===== config.mk =====
export PLATFORM = sky130hd
export DESIGN_NAME = spi_peripheral
export DESIGN_NICKNAME = d
export VERILOG_FILES = /design/src/rtl/spi_peripheral.sv
export SDC_FILE = /design/constraint.sdc
export NUM_CORES = 1
export LEC_CHECK = 0
export CORE_MARGIN = 5
export CORE_UTILIZATION = 53
export DETAILED_ROUTE_END_ITERATION = 10
export GPL_TIMING_DRIVEN = 0
export PLACE_DENSITY = 0.77
export SETUP_SLACK_MARGIN = 0.2
export SYNTH_ARGS = -nofsm -noshare
export SYNTH_HDL_FRONTEND = slang
export SYNTH_SLANG_ARGS = --single-unit

===== constraint.sdc =====
create_clock -name clk -period 2.2 [get_ports clk]
set_clock_uncertainty 0.15 [all_clocks]
set_input_delay 0.44 -clock clk [delete_from_list [all_inputs] [get_ports clk]]
set_output_delay 0.44 -clock clk [all_outputs]
set_load 0.02 [all_outputs]

===== src/rtl/spi_peripheral.sv =====
// SPI peripheral endpoint, CPOL=1 / CPHA=0, MSB first, oversampled in the clk domain.
// Optional frame_err output is built when SPI_PERIPHERAL_FRAME_ERR_EN is defined.
module spi_peripheral #(
    parameter int                    DATA_WIDTH  = 8,
    parameter int                    SYNC_STAGES = 2,
    parameter logic [DATA_WIDTH-1:0] DEFAULT_TX  = '0
) (
    input  logic                  clk,
    input  logic                  rst,
    input  logic                  SPI_CLK,
    input  logic                  SPI_MOSI,
    input  logic                  SPI_EN,
    output logic                  SPI_MISO,
    input  logic [DATA_WIDTH-1:0] tx_data,
    input  logic                  tx_valid,
    output logic                  tx_ready,
    output logic [DATA_WIDTH-1:0] rx_data,
    output logic                  rx_valid
`ifdef SPI_PERIPHERAL_FRAME_ERR_EN
    ,
    output logic                  frame_err
`endif
);

    localparam int              CNT_W    = $clog2(DATA_WIDTH + 1);
    localparam int              SETTLE   = SYNC_STAGES + 1;
    localparam int              SET_W    = $clog2(SETTLE + 1);
    localparam logic [CNT_W-1:0] LAST_CNT = CNT_W'(DATA_WIDTH);
    localparam logic [SET_W-1:0] SET_END  = SET_W'(SETTLE);

    typedef enum logic {IDLE = 1'b0, SHIFT = 1'b1} state_t;

    logic [SYNC_STAGES-1:0] sclk_sync, mosi_sync, en_sync;
    logic                   sclk_s, mosi_s, en_s;
    logic                   sclk_p1, en_p1;
    logic                   sclk_fall, sclk_rise, en_rise, en_fall, en_start;
    logic [SET_W-1:0]       settle_cnt;
    logic                   armed;

    state_t                 state, state_nxt;
    logic [CNT_W-1:0]       bit_cnt;
    logic                   in_shift, word_done, load_tx, do_fall, do_rise, miso_nxt;

    logic                   hold_full;
    logic [DATA_WIDTH-1:0]  hold_data;
    logic                   accept;
    logic [DATA_WIDTH-1:0]  tx_shift, rx_shift;

    // Stage 0: synchronisers plus one edge-detect register on clock and select
    always_ff @(posedge clk) begin
        if (rst) begin
            sclk_sync <= '1;
            mosi_sync <= '0;
            en_sync   <= '0;
            sclk_p1   <= 1'b1;
            en_p1     <= 1'b0;
        end else begin
            sclk_sync <= {sclk_sync[SYNC_STAGES-2:0], SPI_CLK};
            mosi_sync <= {mosi_sync[SYNC_STAGES-2:0], SPI_MOSI};
            en_sync   <= {en_sync[SYNC_STAGES-2:0], SPI_EN};
            sclk_p1   <= sclk_s;
            en_p1     <= en_s;
        end
    end

    assign sclk_s    = sclk_sync[SYNC_STAGES-1];
    assign mosi_s    = mosi_sync[SYNC_STAGES-1];
    assign en_s      = en_sync[SYNC_STAGES-1];
    assign sclk_fall = sclk_p1 & ~sclk_s;
    assign sclk_rise = ~sclk_p1 & sclk_s;
    assign en_rise   = en_s & ~en_p1;
    assign en_fall   = ~en_s & en_p1;
    assign en_start  = en_rise & armed;

    // A select already high when reset releases must be dropped before a new frame may start
    always_ff @(posedge clk) begin
        if (rst) begin
            settle_cnt <= '0;
            armed      <= 1'b0;
        end else if (settle_cnt != SET_END) begin
            settle_cnt <= settle_cnt + 1'b1;
        end else if (!en_s) begin
            armed <= 1'b1;
        end
    end

    always_ff @(posedge clk) begin
        if (rst) state <= IDLE;
        else     state <= state_nxt;
    end

    always_comb begin
        state_nxt = state;
        case (state)
            IDLE:    if (en_start) state_nxt = SHIFT;
            SHIFT:   if (en_fall)  state_nxt = IDLE;
            default: state_nxt = IDLE;
        endcase
    end

    // Word completion is honoured even after the select has dropped in the same cycle
    always_comb begin
        in_shift  = (state == SHIFT);
        word_done = (bit_cnt == LAST_CNT);
        load_tx   = ((state == IDLE) && en_start) || (in_shift && word_done);
        do_fall   = in_shift && sclk_fall;
        do_rise   = in_shift && sclk_rise && (bit_cnt != '0);
        miso_nxt  = in_shift ? tx_shift[DATA_WIDTH-1] : 1'b0;
    end

    assign accept   = tx_valid && !hold_full;
    assign tx_ready = !hold_full;

    // Stage 1: holding register, shifters, bit counter and registered outputs
    always_ff @(posedge clk) begin
        if (rst) begin
            hold_full <= 1'b0;
            bit_cnt   <= '0;
            rx_valid  <= 1'b0;
            rx_data   <= '0;
            SPI_MISO  <= 1'b0;
        end else begin
            if (load_tx && hold_full) hold_full <= 1'b0;
            else if (accept)          hold_full <= 1'b1;

            if ((state == IDLE) && en_start) bit_cnt <= '0;
            else if (word_done)              bit_cnt <= '0;
            else if (do_fall)                bit_cnt <= bit_cnt + 1'b1;

            rx_valid <= word_done;
            if (word_done) rx_data <= rx_shift;
            SPI_MISO <= miso_nxt;
        end
    end

    always_ff @(posedge clk) begin
        if (accept) hold_data <= tx_data;
        if (do_fall) rx_shift <= {rx_shift[DATA_WIDTH-2:0], mosi_s};
        if (load_tx)      tx_shift <= hold_full ? hold_data : DEFAULT_TX;
        else if (do_rise) tx_shift <= tx_shift << 1;
    end

`ifdef SPI_PERIPHERAL_FRAME_ERR_EN
    logic             words_seen;
    logic [CNT_W-1:0] cnt_after;
    logic             abort;

    always_comb begin
        cnt_after = do_fall ? bit_cnt + 1'b1 : bit_cnt;
        abort     = in_shift && en_fall &&
                    (((cnt_after != '0) && (cnt_after != LAST_CNT)) ||
                     ((cnt_after == '0) && !words_seen));
    end

    always_ff @(posedge clk) begin
        if (rst) begin
            words_seen <= 1'b0;
            frame_err  <= 1'b0;
        end else begin
            frame_err <= abort;
            if ((state == IDLE) && en_start) words_seen <= 1'b0;
            else if (in_shift && word_done)  words_seen <= 1'b1;
        end
    end
`endif

endmodule


=== Word-level counts from Yosys, hierarchy flattened ===
Cells that the tools add are included.

* Bitwise operators: 11
* Equality and inequality tests: 2
* Muxes and demuxes: 6
* Add/sub/neg operators: 2
* Reduce and logical (&&, ||, !) cells: 15

{| class="wikitable"
|+ Operator list
! kind !! count
|-
| 8-bit two-way mux || 3
|-
| 1-bit logical AND || 7
|-
| 1-bit NOT || 6
|-
| 1-bit bitwise AND || 5
|-
| 4-bit by 1-bit adder with 4-bit output, second input constant || 1
|-
| 4-bit == test, second input constant || 1
|-
| 4-bit nonzero test || 1
|-
| 2-bit OR reduction || 2
|-
| 3-bit OR reduction || 1
|-
| 2-bit by 1-bit adder with 2-bit output, second input constant || 1
|-
| 1-bit two-way mux || 2
|-
| 2-bit != test, second input constant || 1
|-
| 1-bit case mux with 2 select lines || 1
|-
| 2-bit AND reduction || 1
|-
| 2-bit nonzero test || 1
|-
| 1-bit logical NOT || 1
|-
| 1-bit logical OR || 1
|}

* Register bits after elaboration: 51
* Word-level logic and storage cells: 52
* Output and inout bits: 11
* Input port bits: 14

=== Logic depth before layout (Yosys ltp) ===
* Depth in word-level cells: 7
* Gate-level depth with buffers: 7

=== Least setup slack after synthesis ===
Ideal clock, no wire load.

* Path kind: reg-to-reg
* From: register bit_cnt[0]
* To: register tx_shift[0] (data pin)
* Required time: 1.795 ns
* Arrival: 1.400 ns
* Slack: 0.395 ns
* Buffers on the path: 2
* Cell stages (with the launch flop): 8
* Cells stage by stage: dfxtp_1 inv_1 ha_1 and3b_1 buf_6 a21o_1 buf_6 and3_1

* Longest elaborated chain between the ends: 4

{| class="wikitable"
|+ RTL lines
! what !! line !! source
|-
| start: declaration || 41 || <nowiki>logic [CNT_W-1:0] bit_cnt;</nowiki>
|-
| start signal: assignment || 128 || <nowiki>else if (do_fall) bit_cnt <= bit_cnt + 1'b1;</nowiki>
|-
| 4-bit == test || 104 || <nowiki>word_done = (bit_cnt == LAST_CNT);</nowiki>
|-
| 1-bit logical AND || 105 || <nowiki>load_tx = ((state == IDLE) && en_start) || (in_shift && word_done);</nowiki>
|-
| 1-bit logical OR || 105 ||
|-
| 8-bit two-way mux || 139 || <nowiki>if (load_tx) tx_shift <= hold_full ? hold_data : DEFAULT_TX;</nowiki>
|-
| end signal: assignment || 139 ||
|-
| end signal: assignment || 140 || <nowiki>else if (do_rise) tx_shift <= tx_shift << 1;</nowiki>
|-
| end: declaration || 47 || <nowiki>logic [DATA_WIDTH-1:0] tx_shift, rx_shift;</nowiki>
|}

Every way passes these cells.
A chain may end at the register's enable or synchronous reset.

=== Final worst setup path ===
* From: register rx_data[3]
* To: output rx_data[3]

{| class="wikitable"
|+ RTL lines
! what !! line !! source
|-
| start: declaration || 17 || <nowiki>output logic [DATA_WIDTH-1:0] rx_data,</nowiki>
|-
| start signal: assignment || 131 || <nowiki>if (word_done) rx_data <= rx_shift;</nowiki>
|}

No word-level cell between the ends.

==> flow_summary.json <==
{
  "run_status": "finished, final reports clean",
  "post_synth_inst_count": 154,
  "worst_slew_pin_tran_ps": 741.6,
  "synth.net_count": 171,
  "setup_viol_count_final": 0,
  "syn_area_um2": 1891,
  "layout_min_cycle_time_ps": 1920,
  "synth_cell_types": 31,
  "groute.layer.met3.usage_pct": 5.072,
  "regToRegSetupSlack_ps": 300,
  "antenna_violating_nets_left": 0,
  "most_instantiated_cells_after_synthesis": "27 x dfxtp_1, 24 x edfxtp_1, 23 x nand2_1",
  "grt_first_pass_wirelength_um": 5271,
  "accumulated_negative_setup_slack_ps": 0,
  "postLayoutSetupSlackWorst_ps": 279.8,
  "final-hold-violation-count": 0,
  "crit_chain": "clkdlybuf4s50_1",
  "post_detailed_route_wirelength_per_cell_um": 12.87,
  "critPathCaptureType": "primary output",
  "routabilityCongestion": 0.7328,
  "io_buffers": 24,
  "critPathRequiredTime_ps": 1610,
  "ioPinCount": 25,
  "finalMaxSlewViolations": 0,
  "final_layout_size_suffix_gt1_share_pct": 10.64,
  "place_hpwl_um": 2223,
  "ys_seq_area_share_pct": 66.71,
  "ir_worst_vdd_uv": 397.7,
  "multi_input_area_um2": 546.8,
  "htreeDepth": 2,
  "number_of_buffers_on_the_longest_clock_path": 2,
  "core-area_um2": 3390,
  "grt.overflow.total": 0,
  "grt_antenna_before_repair": 0,
  "rsz0062_at_grt": "false",
  "yosys-top-cells-area": "edfxtp_1 38%, dfxtp_1 29%, mux2i_1 4.8%",
  "worst-endpoint-arrival_ps": 1330,
  "synth.ff_latch_count": 51,
  "synth_top_area_cell": "edfxtp_1",
  "synth_edf_count": 24,
  "wl_um": 3011,
  "startpoint_type": "flop",
  "clkTransAtPathRegs_ps": 140,
  "hold-path-endpoint": "rx_shift[0]",
  "die_w_um": 69.73,
  "rr_endpoint": "tx_shift[0]",
  "layout.area.seq_um2": 1264,
  "clk_latency_ps": 360,
  "netlist.area_leader.share_pct": 38.12,
  "initial_utilization_pct": 55.78,
  "count_of_synthesis_stage_warnings_from_yosys": 0,
  "clock-root-buffer": "clkbuf_4",
  "worst_path_max_delay_cell": "clkdlybuf4s50_1",
  "timing.max_cap.violations": 0,
  "vias_after_detailed_routing": 1170,
  "via_per_inst": 5.000,
  "grt_most_used_layer": "met2",
  "gr-usage-all-layers_pct": 13.82,
  "cts_made_buffers": 5,
  "holdCritPathClass": "flop to flop",
  "number_of_cells_traversed_by_the_worst_hold_path": 0,
  "drt_iter0_markers": 31,
  "number_of_fill_cells": 258,
  "buffers_plus_inverters_on_the_worst_setup_path": 1,
  "highest_clock_rate_ghz": 0.5208,
  "tcrit_tclk_final_pct": 87.28,
  "num_rows": 21,
  "fp.dieArea_um2": 4862,
  "grt_util_met1_pct": 16.68,
  "min_from": "mosi_sync[1]",
  "drt_pre_antenna_iters": 4,
  "crit_type": "flop to primary output",
  "timing.rr.start": "bit_cnt[0]",
  "final_net_count": 204,
  "power-per-cell-area_nw_per_um2": 681.6,
  "syn-mean-instance-area_um2": 12.28,
  "cts_tree": "done",
  "path_delay_family": "buffers and inverters",
  "power_total_uw": 1539,
  "worst_setup_timing_slack_at_the_placement_stage_ps": 175.6,
  "met2_resource_use_gr_pct": 22.56,
  "numClockSinks": 51,
  "critical_path.max_stage_delay_ps": 610,
  "asyncSetResetFlopFracSynth_pct": 0,
  "insertedDiodeCount": 0,
  "power.leakage_uw": 0.0008466,
  "layout-area-overhead-vs-synth_pct": 19.46,
  "timing.reg2reg.worst_path_depth": 7,
  "cts_hold_repair.buffers": 0,
  "maxSlewHeadroom_pct": 50.46,
  "post-synth-top-count-cell": "dfxtp_1",
  "grt_start_max_net_pins": 17,
  "drc_errors": 0,
  "dominantRegCellSynth": "dfxtp_1",
  "first_global_vias": 1166,
  "crit_fanout": 2,
  "die_h_um": 69.73
}
[logic make-up after synthesis]
group | share of synthesized area, %
DFF | 66.71
xor gates and xnor gates | 1.390
adders and majority gates | 1.986
and+or+nand+nor | 14.63
buffers and inverters | 4.368
AOI/OAI and AO/OA | 6.155
muxes | 4.765
[routing by layer]
metal / part of all wire (%) / up-vias / wire, um
met3: 4.9 / 7 / 147
met1: 44 / 550 / 1335
li1: - / 586 / -
met2: 49 / 27 / 1477
met5: 0 / - / 0
met4: 1.7 / 0 / 51
[registers in the layout, summed over array words and instances (netlist names), 2 cells and up]
signal and count:
sclk_sync 2, tx_shift 8, mosi_sync 2, rx_shift 8, settle_cnt 2, rx_data 8
hold_data 8, en_sync 2, bit_cnt 4
[how the worst max path moves through the flow]
stage                     from           end  slack (ps)  depth (start not counted)
floorplan           bit_cnt[0]   tx_shift[0]         400                          7
global placement      tx_valid  hold_data[5]         220                          2
detailed placement    tx_valid  hold_data[5]         180                          2
CTS                 bit_cnt[0]   tx_shift[6]         200                          5
global route        rx_data[4]    rx_data[4]         210                          1
finish              rx_data[3]    rx_data[3]         280                          1
[final cells by class]
class | instances | share of cell area [%]
plain buffers | 5 | 1.551
clock buffers | 5 | 1.662
clock inverters | 3 | 0.8310
inverters | 13 | 2.161
multi-input cells | 85 | 24.21
flip-flops and latches | 51 | 55.96
well taps | 46 | 2.548
repair buffers | 26 | 11.08
[where the power goes]
part,internal [uW],switching [uW],total [uW]
logic,50.9,49.6,101
clock network,124,280,404
registers,1020,13.4,1030
total,1200,343,1540
[per-stage QoR]
stage,hold slack (ps),util [%],cells,cell area (um2)
after floorplan,233.2,-,154,1891
after global placement,236.6,64.56,224,2188
after detailed placement,241.2,64.56,224,2188
after CTS,281.5,66.22,232,2245
after global routing,293.0,66.63,234,2258
final,278.9,66.63,234,2258
[repair_timing]
item,in CTS,in global routing
gates resized for setup,2,4
pin swaps,0,1
gates cloned,0,0
setup endpoints to repair,1,10
buffers inserted,0,2
[cell usage in the layout, fill, tap and decap left out, drive strengths merged, types with 3 or more instances in the layout]
| cell | instances |
|---|---|
| dfxtp | 27 |
| edfxtp | 24 |
| nand2 | 23 |
| clkdlybuf4s50 | 23 |
| inv | 14 |
| a21oi | 10 |
| mux2i | 9 |
| nor2 | 9 |
| clkbuf | 9 |
| nor2b | 5 |
| buf | 4 |
| or2 | 3 |
| ha | 3 |
No activity file was read; power rests on OpenSTA's default activity.
